===== src/rtl/sr_drive_encoder.sv =====
// Converts level requests into timed set/reset pulses for a downstream SR latch.
// Latency: pulse starts the cycle after accept, done PULSE_W+1 cycles after accept.
// Backpressure: req_ready low while pulsing and during the post-pulse gap.
//
// Ports:
//   clk, reset            clock and synchronous active-high reset
//   req_valid, req_level  level request (held by requester until accepted)
//   req_ready             high only when idle; accept = req_valid & req_ready
//   s, r                  set / reset drive, one-hot or both low
//   q_model               tracked level of the downstream latch
//   done, skip            one-cycle strobes: pulse finished / no pulse needed
module sr_drive_encoder #(
  parameter int PULSE_W = 2,
  parameter int GAP_W   = 1,
  parameter int CNT_W   = 4
) (
  input  logic clk,
  input  logic reset,
  input  logic req_valid,
  input  logic req_level,
  output logic req_ready,
  output logic s,
  output logic r,
  output logic q_model,
  output logic done,
  output logic skip
);

  typedef enum logic [1:0] {IDLE, PULSE, GAP} state_t;

  localparam logic [CNT_W-1:0] PULSE_LD = CNT_W'(PULSE_W - 1);
  // GAP_LD is only loaded when GAP_W > 0; guard keeps it well-defined otherwise.
  localparam logic [CNT_W-1:0] GAP_LD   = (GAP_W > 0) ? CNT_W'(GAP_W - 1) : '0;

  state_t           state, state_nxt;
  logic [CNT_W-1:0] cnt, cnt_nxt;
  logic             s_nxt, r_nxt, q_nxt, done_nxt, skip_nxt, ready_nxt;

  always_ff @(posedge clk) begin
    if (reset) begin
      state     <= IDLE;
      cnt       <= '0;
      s         <= 1'b0;
      r         <= 1'b0;
      q_model   <= 1'b0;
      done      <= 1'b0;
      skip      <= 1'b0;
      req_ready <= 1'b1;
    end else begin
      state     <= state_nxt;
      cnt       <= cnt_nxt;
      s         <= s_nxt;
      r         <= r_nxt;
      q_model   <= q_nxt;
      done      <= done_nxt;
      skip      <= skip_nxt;
      req_ready <= ready_nxt;
    end
  end

  always_comb begin
    state_nxt = state;
    cnt_nxt   = cnt;
    s_nxt     = s;
    r_nxt     = r;
    q_nxt     = q_model;
    done_nxt  = 1'b0;
    skip_nxt  = 1'b0;
    ready_nxt = req_ready;

    case (state)
      IDLE: begin
        ready_nxt = 1'b1;
        // req_ready is always 1 in IDLE, so req_valid alone means accept.
        if (req_valid) begin
          if (req_level == q_model) begin
            skip_nxt = 1'b1;
          end else begin
            state_nxt = PULSE;
            cnt_nxt   = PULSE_LD;
            s_nxt     = req_level;
            r_nxt     = ~req_level;
            ready_nxt = 1'b0;
          end
        end
      end

      PULSE: begin
        if (cnt == '0) begin
          s_nxt    = 1'b0;
          r_nxt    = 1'b0;
          // The asserted drive tells which level the latch now holds.
          q_nxt    = s;
          done_nxt = 1'b1;
          if (GAP_W == 0) begin
            state_nxt = IDLE;
            ready_nxt = 1'b1;
          end else begin
            state_nxt = GAP;
            cnt_nxt   = GAP_LD;
          end
        end else begin
          cnt_nxt = cnt - CNT_W'(1);
        end
      end

      GAP: begin
        if (cnt == '0) begin
          state_nxt = IDLE;
          ready_nxt = 1'b1;
        end else begin
          cnt_nxt = cnt - CNT_W'(1);
        end
      end

      default: begin
        state_nxt = IDLE;
        s_nxt     = 1'b0;
        r_nxt     = 1'b0;
        ready_nxt = 1'b1;
      end
    endcase
  end

endmodule


===== config.mk =====
export PLATFORM = sky130hd
export DESIGN_NAME = sr_drive_encoder
export DESIGN_NICKNAME = d
export VERILOG_FILES = /design/src/rtl/sr_drive_encoder.sv
export SDC_FILE = /design/constraint.sdc
export NUM_CORES = 1
export LEC_CHECK = 0
export CAP_MARGIN = 20
export CORE_MARGIN = 5
export CORE_UTILIZATION = 40
export CTS_CLUSTER_SIZE = 8
export DETAILED_ROUTE_END_ITERATION = 7
export GPL_TIMING_DRIVEN = 1
export PLACE_DENSITY_LB_ADDON = 0.2
export SLEW_MARGIN = 40
export SYNTH_ARGS = -nofsm -noshare
export SYNTH_HDL_FRONTEND = slang
export SYNTH_SLANG_ARGS = --single-unit

===== constraint.sdc =====
create_clock -name clk -period 1.5 [get_ports clk]
set_input_delay 0.45 -clock clk [delete_from_list [all_inputs] [get_ports clk]]
set_output_delay 0.45 -clock clk [all_outputs]
set_load 0.05 [all_outputs]

# After elaboration in Yosys (flattened, before gate mapping)
# Index checks and enable logic that the tools add are counted.
dict set report classes {
  reduce_logical 10
  bitwise 5
  eq_ne 8
  n_mux 22
  add_sub_neg 1
}
# cell n
set op_table {}
lappend op_table {{two-way mux 4 bit} 4}
lappend op_table {{one-hot mux 4 bit (3 select lines)} 1}
lappend op_table {{AND reduction 4 bit} 3}
lappend op_table {{inequality test 2 bit, second input constant} 5}
lappend op_table {{two-way mux 1 bit} 9}
lappend op_table {{one-hot mux 1 bit (3 select lines)} 3}
lappend op_table {{two-way mux 2 bit} 4}
lappend op_table {{one-hot mux 2 bit (3 select lines)} 1}
lappend op_table {{NOT 1 bit} 5}
lappend op_table {{logical NOT 4 bit} 1}
lappend op_table {{AND reduction 2 bit} 2}
lappend op_table {{subtractor 4 x 1 -> 4 bit, second input constant} 1}
lappend op_table {{nonzero test 3 bit} 1}
lappend op_table {{OR reduction 3 bit} 1}
lappend op_table {{equality test 2 x 1 -> 1 bit, second input constant} 1}
lappend op_table {{equality test 2 bit, second input constant} 1}
lappend op_table {{logical NOT 2 bit} 1}
lappend op_table {{OR reduction 2 bit} 1}
lappend op_table {{equality test 1 bit} 1}
dict set report totals {
  output_inout_bits 6
  elab_cells 54
  regBits 12
  inputBits 4
}

# Logic depth before layout (Yosys ltp)
dict set report logic_depth {
  word_depth 4
  depth_mapped 7
  depth_no_buf 6
}

# Worst setup path after synthesis
# OpenSTA, ideal clock, no wires.
dict set report synth_path {
  path_type {flip-flop to flip-flop}
  start {reg q_model}
  end {reg cnt[0]}
  setup_ps 78
  n_path_buf 1
  stages_incl_launch_ff 6
  path_slack_ps -39
  t_arrival_ps 1461
  synth_period_minus_slack_ps 1539
  cell_sequence {dfxtp_1 -> xor2_1 -> a21bo_2 -> buf_4 -> o2111a_1 -> nor3_1}
}
dict set report synth_via {
  elab_chain_cells 3
}
# element line
set synth_rtl {}
lappend synth_rtl {{from (decl)} 24} ;# output logic q_model,
lappend synth_rtl {{from (signal assigned)} 54} ;# q_model <= q_nxt;
lappend synth_rtl {{equality test 1 bit} 76} ;# if (req_level == q_model) begin
lappend synth_rtl {{inequality test 2 bit (no line)} --}
lappend synth_rtl {{AND reduction 4 bit (no line)} --}
lappend synth_rtl {{to (signal assigned)} 51} ;# cnt <= cnt_nxt;
lappend synth_rtl {{to (decl)} 36} ;# logic [CNT_W-1:0] cnt, cnt_nxt;
# Every way passes these cells.
# A chain may end at the register's enable or synchronous reset.

# Worst setup path in the final report
dict set report layout_path {
  start {reg cnt[0]}
  end {reg r}
}
dict set report layout_via {
  elab_chain_cells 3
}
# element line
set layout_rtl {}
lappend layout_rtl {{logical NOT 4 bit} 89} ;# if (cnt == '0) begin
lappend layout_rtl {{inequality test 2 bit (no line)} --}
lappend layout_rtl {{AND reduction 4 bit (no line)} --}
lappend layout_rtl {{to (signal assigned)} 53} ;# r <= r_nxt;
lappend layout_rtl {{to (decl)} 23} ;# output logic r,
# Every way passes these cells.

==> qor.yml <==
timing.rr.start: "cnt[0]"
finalWorstSetupSlack_ns: 0.01105
cts_tree: "yes"
met1_usage_pct: 19.16
yosysUniqueCellTypes: 30
clkSinkCount: 12
busiest_layer: "met2"
ys_seq_area_share_pct: 33.92
arrival_ns: 1.69
worstPathMaxFanout: 4
hp-class: "reg -> reg"
synth_area_leader_cell: "dfxtp_1"
synth.area.top_cells: "dfxtp_1 34%, ha_1 14%, a21oi_1 5.7%"
rr_worst_depth: 6
synth_area_um2: 708.2
remaining_drc_errors: 0
yosysTopAreaCellShare_pct: 33.92
antenna_found_initial: 0
slowest_stage: "or3b_4"
die_x_um: 52.08
relSlewSlack_pct: 79.09
whs_ns: 0.5066
critPathLaunchType: "flip-flop"
yosysMostFrequentCell: "dfxtp_1"
antenna_cells: 0
met2_usage_pct: 25.94
numCtsBuffers: 3
synth_ff_type: "dfxtp_1"
r2r_end: "r"
pre_cts_slack_ns: -0.3590
clock.fmax_ghz: 0.6716
crit_path_start: "cnt[0]"
synth_area_per_cell_um2: 8.852
path_cells: "inv_2 > ha_4 > or3b_4 > a21oi_4 > nand4b_1 > a21oi_1"
synth.top_cells.by_count: "12 x dfxtp_1, 8 x a21oi_1, 8 x ha_1"
syn2layout_area_growth_pct: 56.89
io_buffers: 9
via_per_inst: 5.193
crit_required_ns: 1.70
cts_setup_buffers: 0
setup_viol: 0
register_area_um2: 244.0
synth_edf_count: 0
gp_congestion: 0.8162
use_met3_pct: 5.444
ir_drop_mv: 0.9892
yosysWarnings: 0
power_per_cell_area_mw_per_mm2: 1600
vias: 701
ios: 10
ys_seq_elements: 12
end_kind: "flip-flop"
overflow: 0
p_leak_nw: 0.4486
fin_skew_ns: 0.003560
grt_pass1_vias: 699
final_nets: 124
drive_above_1_share_pct: 45.45
synthCells: 80
die_h_um: 52.08
std_cell_rows: 15
ant_nets: 0
cap_viol_max_count: 0
clockBufferDepth: 2
outcome: "finished, final reports clean"
grt_max_degree: 9
drv_slew: 0
worstSetupPathType: "reg -> reg"
worst_slew_pin_slew_ns: 0.3097
cts_root_buffer: "clkbuf_4"
finalHoldViolations: 0
clock_latency_ns: 0.28
rrSetupSlack_ns: 0.01
rsz0062_at_grt: "yes"
dp_hpwl_um: 1313
grt_pass1_wl_um: 3167
wl_um: 1791
syn-num-nets: 92
drtIter0Drc: 20
routedWlPerCell_um: 13.27
h-tree-depth: 1
start_util_pct: 41.47
cp-endpoint: "r"
fillers: 145
dr.pass1.iters: 4
min_period_over_period_pct: 99.26
period_minus_slack_ns: 1.489
cp_slowest_stage_delay_ns: 0.41
placeableCoreArea_mm2: 0.001708
grtUsageTotal_pct: 15.97
dieArea_mm2: 0.002712
synthArstFlopShare_pct: 0
multi_input_area_um2: 499.2
path_clk_slew_ns: 0.07
[report_power, final]
group | internal [mW] | total (mW) | switching [mW]
Clock | 0.0932 | 0.195 | 0.102
Sequential | 0.387 | 0.444 | 0.0576
Combinational | 0.559 | 1.14 | 0.579
[stage by stage]
step	utilization (%)	area (µm²)	total power, mW	setup TNS (ns)	instances
6_report	65.05	1111	1.777	0	135
5_1_grt	65.05	1111	1.911	-0.08537	135
4_1_cts	62.78	1072	1.693	0	135
3_5_place_dp	60.00	1025	1.451	-2.909	131
3_3_place_gp	60.00	1025	1.430	-2.696	131
2_1_floorplan	-	709.4	1.024	0	80
[cells in the final DEF, fill, tap and decap left out]
master,n
buf_4,20
dfxtp_1,9
a21oi_1,7
buf_12,6
nand2_1,5
ha_1,5
inv_2,4
nand4_1,4
o21ai_1,3
nand3_1,3
nor2_1,3
o21ai_0,3
a21o_1,3
clkbuf_4,3
dfxtp_2,3
a21oi_2,2
nor3_1,2
o21ai_2,2
a31oi_1,2
nand4b_1,2
ha_4,2
clkdlybuf4s50_1,2
or3b_4,1
a21oi_4,1
nor3b_4,1
xor2_2,1
a21bo_2,1
o2111a_1,1
a21boi_0,1
and2b_2,1
nand3b_1,1
or2_2,1
o311ai_0,1
nor4_1,1
ha_2,1
a21bo_1,1
dlygate4sd2_1,1
[worst min path at each step]
| stage | endpoint | cells after the start | start |
|---|---|---|---|
| finish | q_model | 2 | q_model |
| global route | q_model | 2 | q_model |
| CTS | q_model | 2 | q_model |
| detailed placement | q_model | 2 | q_model |
| global placement | q_model | 2 | q_model |
| floorplan | state[1] | 2 | state[1] |
[timing repair]
item / 4_1_cts / 5_1_grt
hold buffers: 0 / 0
resized for setup: 11 / 9
cloned: 1 / 0
setup endpoints to repair: 9 / 9
pin swaps: 7 / 3
[worst max-delay path: cells and delay by family (launching register included)]
kind,cells,cell delay [ns]
and+or+nand+nor,2,0.52
AOI/OAI and AO/OA,2,0.35
DFF,1,0.33
adders and majority gates,1,0.13
buffers and inverters,1,0.08
[per-layer routing]
metal  vias to the layer above  part of all wire, %
li1                        356                    -
met1                       327                   45
met2                        15                   49
met3                         3                  5.6
met4                         0                  1.1
met5                         -                    0
[cell type report]
type,instances,share of cell area (%)
timing repair buffer,29,26.91
sequential,12,21.96
multi-input combinational,62,44.93
tap,25,2.815
clock buffer,3,2.027
inverter,4,1.351
[flip-flops by register name (all words and copies together), names as in the netlist]
register   count
q_model        1
skip           1
cnt            4
done           1
r              1
req_ready      1
s              1
state          2
[cells by family after synthesis]
group	count (synthesis)	synth area share (%)
compound gates	27	25.09
simple gates	25	21.20
flops	12	33.92
fa+ha+maj	8	14.13
buf+inv	7	4.416
xor+xnor	1	1.237
(Power assumes the default switching activity.)
